===== src/rtl/pipeline_hazard_ctl.sv =====
// Hazard/sequencing controller: scoreboard-based RAW stall, memory-wait freeze, jump flush.
// Optional build macro HAZARD_FWD_EN adds forwarding selects and limits stalls to load-use.
module pipeline_hazard_ctl #(
  parameter int NREG_W    = 4,
  parameter int FLUSH_CYC = 1,
  parameter int CNT_W     = 16
) (
  input  logic                     CLK,
  input  logic                     RST_N,
  input  logic                     id_valid,
  input  logic [NREG_W-1:0]        id_a_addr,
  input  logic [NREG_W-1:0]        id_b_addr,
  input  logic                     id_uses_a,
  input  logic                     id_uses_b,
  input  logic [NREG_W-1:0]        id_c_addr,
  input  logic                     id_reg_write,
  input  logic                     id_data_read,
  input  logic                     ex_jump_taken,
  input  logic                     mem_busy,
  output logic                     stall_if,
  output logic                     stall_id,
  output logic                     bubble_ex,
  output logic                     flush_if,
  output logic                     flush_id,
  output logic                     freeze,
  output logic [CNT_W-1:0]         stall_cnt,
`ifdef HAZARD_FWD_EN
  output logic [1:0]               fwd_a_sel,
  output logic [1:0]               fwd_b_sel,
`endif
  output logic [1:0]               dbg_state,
  output logic [3*(NREG_W+2)-1:0]  dbg_sb
);

  typedef enum logic [1:0] {
    ST_RUN    = 2'd0,
    ST_FREEZE = 2'd1,
    ST_FLUSH  = 2'd2
  } state_t;

  typedef struct packed {
    logic              valid;
    logic [NREG_W-1:0] addr;
    logic              is_load;
  } sb_entry_t;

  // The jump cycle itself is the first flush cycle; FLUSH covers the rest.
  localparam logic [1:0]       FLUSH_INIT = 2'(FLUSH_CYC - 1);
  localparam logic [CNT_W-1:0] CNT_ONE    = CNT_W'(1);

  state_t            state_q, state_d;
  logic [1:0]        fcnt_q, fcnt_d;
  sb_entry_t         ex_q, mem_q, wb_q, ex_d;
  logic [CNT_W-1:0]  stall_cnt_q;

  logic a_ex, a_mem, b_ex, b_mem;
  logic raw_hz, flush_now, issue;

  function automatic logic hit(input sb_entry_t e, input logic [NREG_W-1:0] a);
    return e.valid && (e.addr == a);
  endfunction

  assign a_ex  = id_uses_a && hit(ex_q,  id_a_addr);
  assign a_mem = id_uses_a && hit(mem_q, id_a_addr);
  assign b_ex  = id_uses_b && hit(ex_q,  id_b_addr);
  assign b_mem = id_uses_b && hit(mem_q, id_b_addr);

`ifdef HAZARD_FWD_EN
  // Only a load still in EX cannot be forwarded yet.
  assign raw_hz = id_valid && ex_q.is_load && (a_ex || b_ex);
`else
  assign raw_hz = id_valid && (a_ex || a_mem || b_ex || b_mem);
`endif

  always_comb begin
    stall_if  = 1'b0;
    stall_id  = 1'b0;
    bubble_ex = 1'b0;
    flush_now = 1'b0;
    freeze    = 1'b0;
    state_d   = state_q;
    fcnt_d    = fcnt_q;
    if (RST_N) begin
      freeze = mem_busy;
      if (mem_busy) begin
        // A memory wait inside FLUSH pauses the countdown rather than leaving FLUSH.
        if (state_q != ST_FLUSH) state_d = ST_FREEZE;
      end else if (state_q == ST_FLUSH) begin
        flush_now = 1'b1;
        fcnt_d    = fcnt_q - 2'd1;
        if (fcnt_q <= 2'd1) state_d = ST_RUN;
      end else begin
        state_d = ST_RUN;
        if (ex_jump_taken) begin
          flush_now = 1'b1;
          if (FLUSH_CYC > 1) begin
            state_d = ST_FLUSH;
            fcnt_d  = FLUSH_INIT;
          end
        end else if (raw_hz) begin
          stall_if  = 1'b1;
          stall_id  = 1'b1;
          bubble_ex = 1'b1;
        end
      end
      if (flush_now) bubble_ex = 1'b1;
    end
  end

  assign flush_if = flush_now;
  assign flush_id = flush_now;

  assign issue = id_valid && id_reg_write && !bubble_ex;

  always_comb begin
    ex_d = '0;
    if (issue) begin
      ex_d.valid   = 1'b1;
      ex_d.addr    = id_c_addr;
      ex_d.is_load = id_data_read;
    end
  end

`ifdef HAZARD_FWD_EN
  always_comb begin
    fwd_a_sel = 2'b00;
    fwd_b_sel = 2'b00;
    if (RST_N && !mem_busy && !flush_now) begin
      if (a_ex)       fwd_a_sel = 2'b01;
      else if (a_mem) fwd_a_sel = 2'b10;
      if (b_ex)       fwd_b_sel = 2'b01;
      else if (b_mem) fwd_b_sel = 2'b10;
    end
  end
`endif

  always_ff @(posedge CLK or negedge RST_N) begin
    if (!RST_N) begin
      state_q     <= ST_RUN;
      fcnt_q      <= 2'd0;
      ex_q        <= '0;
      mem_q       <= '0;
      wb_q        <= '0;
      stall_cnt_q <= '0;
    end else begin
      state_q <= state_d;
      fcnt_q  <= fcnt_d;
      if (!freeze) begin
        wb_q  <= mem_q;
        mem_q <= ex_q;
        ex_q  <= ex_d;
      end
      if ((stall_id || freeze) && (stall_cnt_q != '1))
        stall_cnt_q <= stall_cnt_q + CNT_ONE;
    end
  end

  assign stall_cnt = stall_cnt_q;
  assign dbg_state = state_q;
  assign dbg_sb    = {ex_q, mem_q, wb_q};

endmodule


===== config.mk =====
export PLATFORM = sky130hd
export DESIGN_NAME = pipeline_hazard_ctl
export DESIGN_NICKNAME = d
export VERILOG_FILES = /design/src/rtl/pipeline_hazard_ctl.sv
export SDC_FILE = /design/constraint.sdc
export NUM_CORES = 1
export LEC_CHECK = 0
export ABC_AREA = 1
export CORE_MARGIN = 8
export CORE_UTILIZATION = 33
export DETAILED_ROUTE_END_ITERATION = 8
export PLACE_DENSITY = 0.65
export RECOVER_POWER = 100
export SYNTH_ARGS = -nofsm -noshare
export SYNTH_HDL_FRONTEND = slang
export SYNTH_SLANG_ARGS = --single-unit
export TNS_END_PERCENT = 20

===== constraint.sdc =====
create_clock -name CLK -period 2 [get_ports CLK]
set_input_delay 0.4 -clock CLK [delete_from_list [all_inputs] [get_ports CLK]]
set_output_delay 0.4 -clock CLK [all_outputs]
set_load 0.02 [all_outputs]

==> flow_summary.yaml <==
power:
  power.static_leakage_nw: 1.69
  max_vdd_drop_uv: 429
  power.density_cell_area_nw_per_um2: 652
  post-layout-total-power_mw: 2.00
setup_path:
  crit_type: "in -> out"
  path_max_fanout: 4
  critPathBufInv: 3
  critPathCaptureType: "output pin"
  critPathRequiredTime_ps: 1600
  r2r_start: "dbg_sb[16]"
  critical_path.startpoint_type: "input port"
  crit_chain: "clkdlybuf4s50_1 -> nor4b_1 -> buf_4 -> nand2_4 -> nand2_2 -> buf_6"
  worst_setup_path_startpoint: "ex_jump_taken"
  critPathArrivalTime_ps: 1620
  timing.critical_path.max_delay_family: "buffers and inverters"
  max_stage_delay_ps: 420
  cell_with_the_largest_stage_delay_on_the_worst_path: "clkdlybuf4s50_1"
clocking:
  cts_tree: "built"
  cts_made_buffers: 5
  cts.root.buffer_cell: "clkbuf_8"
  cts_hold_repair.buffers: 0
  cts_buffer_depth: 2
  number_of_h_tree_levels: 2
  clk_pin_slew_ps: 70
  clock-sinks: 35
  clock_latency_ps: 290
yosys:
  yosys-top-cells-count: "nand2_1 (119), dfrtp_1 (35), nand3_1 (27)"
  synth_largest_area_cell: "dfrtp_1"
  yosys_most_used_dff: "dfrtp_1"
  synth_top_area_share_pct: 42.8
  synth_async_sr_flop_share_pct: 100
  yosys.cell_count.top_type: "nand2_1"
  synth_enable_flop_cells: 0
  synth.cell_area_um2: 2050
  post_synth.cell_area_avg_um2: 7.19
  synth_fp_nets: 307
  synth_cell_types: 25
  post_synth_main_area_contributors: "dfrtp_1 (43%), nand2_1 (22%), nand3_1 (6.6%)"
  ys_seq_elements: 35
  yosysSeqAreaShare_pct: 42.8
  ys_warn_count: 0
  syn-instance-count: 285
timing:
  final.period_utilization_pct: 101
  max_freq_ghz: 0.495
  period_needed_ps: 2020
  worst_slack_ps: -18.2
  final.setup_skew_ps: 4.79
  timing_worst_slew_pin_value_ps: 1220
  grt_setup_unrepaired: "yes"
  hold_violations: 0
  finalSetupViolations: 2
  timing.final.max_slew_violations: 0
  slew_headroom_pct: 18.5
place:
  io_buffers: 61
  post-dp-hpwl_mm: 4.58
  place.gp.congestion: 0.870
status:
  run_status: "finished with violations"
  failed_checks: "setup timing"
layout:
  fin_util_pct: 51.5
  fillers: 607
  multi_input_comb_area_um2: 1020
  layout_overhead_on_the_synthesized_area_pct: 49.7
  final-seq-area_um2: 876
  num_antenna_cells: 0
  final_layout_size_suffix_gt1_share_pct: 15.9
  finalNetCount: 399
route:
  via_count: 2117
  drt_total_wl_mm: 5.87
  dr.pass1.iters: 4
  route.detailed.vias_per_inst: 4.67
  wire_per_inst_um: 12.9
  drc: 0
  drtIter0Drc: 74
  drt.antenna.violating_nets: 0
global_route:
  antenna_found_initial: 0
  grt_pass1_wl_mm: 9.63
  gr-total-overflow: 0
  grt_start_max_net_pins: 23
  grt.total_usage_pct: 13.5
  first_global_vias: 2136
floorplanning:
  die_height_um: 94.8
  chipWidth_um: 94.8
  core_area_um2: 5960
  std_cell_rows: 28
  io_pins: 63
  dieArea_um2: 8980
  initial_utilization_pct: 34.4
hold_path:
  hp_class: "in -> async"
flow_run:
  timing.max_cap.violations: 0
-- area by class of cell --
type                    count  area share, %
multi-input cells         210           33.1
clock buffers               6           2.69
repair buffers             94           27.5
flip-flops and latches     35           28.6
well taps                  75           3.06
inverters                  31           3.88
clock inverters             2           1.14
-- through the flow --
step / area (um^2) / hold slack, ps / std cells / setup WS [ps] / TNS (ps)
2_1_floorplan: 2050 / 104 / 285 / 92.7 / 0
3_3_place_gp: 2950 / 429 / 444 / -627 / -4510
3_5_place_dp: 2950 / 429 / 444 / -661 / -5270
4_1_cts: 3050 / 111 / 452 / -144 / -371
5_1_grt: 3070 / 231 / 453 / -83.7 / -216
6_report: 3070 / 202 / 453 / -18.2 / -18.4
-- worst reg2reg max path, cell delays in order (launching register included) --
cell and delay [ps]:
dfrtp_1 430, inv_1 80, nand2_1 60, nand2_1 50, nor2_1 90, nand3_1 80
nand2_1 60, nand2_1 60, nand2_2 90, nand2_4 70, buf_4 160, nand2_4 70
buf_4 220, nand3_1 100, nand2_1 80
-- path summary, 6_finish.rpt --
kind                                     end  slack [ps]  cells past startpoint
min in group CLK                dbg_state[0]         470                      4
worst max register to register  stall_cnt[7]         270                     14
worst min-delay path            stall_cnt[4]         200                      2
max in group asynchronous          dbg_sb[4]         690                      2
worst max-delay path               bubble_ex         -20                      6
worst min register to register     dbg_sb[0]         470                      2
-- logic make-up (layout without fill, tap and decap cells) --
logic type | count (synthesis) | count (layout) | share of synthesized area [%]
buffers and inverters | 40 | 133 | 8.37
and+or+nand+nor | 183 | 183 | 39.0
adders and majority gates | 1 | 1 | 0.611
xor gates and xnor gates | 16 | 16 | 6.84
AOI/OAI and AO/OA | 9 | 9 | 2.20
DFF | 35 | 35 | 42.8
other | 1 | 1 | 0.183
-- what timing repair did --
action	in CTS	in global routing
endpoints found under the setup margin	6	5
cloned	0	0
buffers inserted	0	1
pin swaps	0	9
gates resized for setup	24	17
-- per-layer routing --
| metal | GRT usage [%] | routed length, um |
|---|---|---|
| met1 | 14.9 | 2600 |
| met2 | 24.3 | 2760 |
| met3 | 3.49 | 433 |
| met4 | 4.68 | 71 |
| met5 | 0 | 0 |
-- power breakdown --
part / switching (mW) / total, mW / internal, mW
combinational: 0.270 / 0.495 / 0.225
clock: 0.264 / 0.667 / 0.403
sequential: 0.0695 / 0.838 / 0.768
total: 0.603 / 2.00 / 1.40
-- flip-flops by register name, summed over array words and instances, names as in the netlist --
register	flops
dbg_sb	18
dbg_state	1
stall_cnt	16
-- cell usage in the layout, fill, tap and decap left out, drive strengths merged --
master	synthesis	routed
nand2	122	122
dfrtp	35	35
dlygate4sd3	0	33
buf	6	31
inv	30	30
nand3	27	27
nor2	16	16
clkdlybuf4s50	0	13
clkbuf	3	12
o21ai	9	9
nand4	9	9
xnor2	8	8
xor2	8	8
nor3	5	5
dlygate4sd2	0	5
clkdlybuf4s15	0	3
dlymetal6s2s	0	3
nand3b	2	2
clkinv	1	2
nor4b	1	1
nor4	1	1
ha	1	1
conb	1	1
bufinv	0	1
Power figures use the tool's default switching activity.
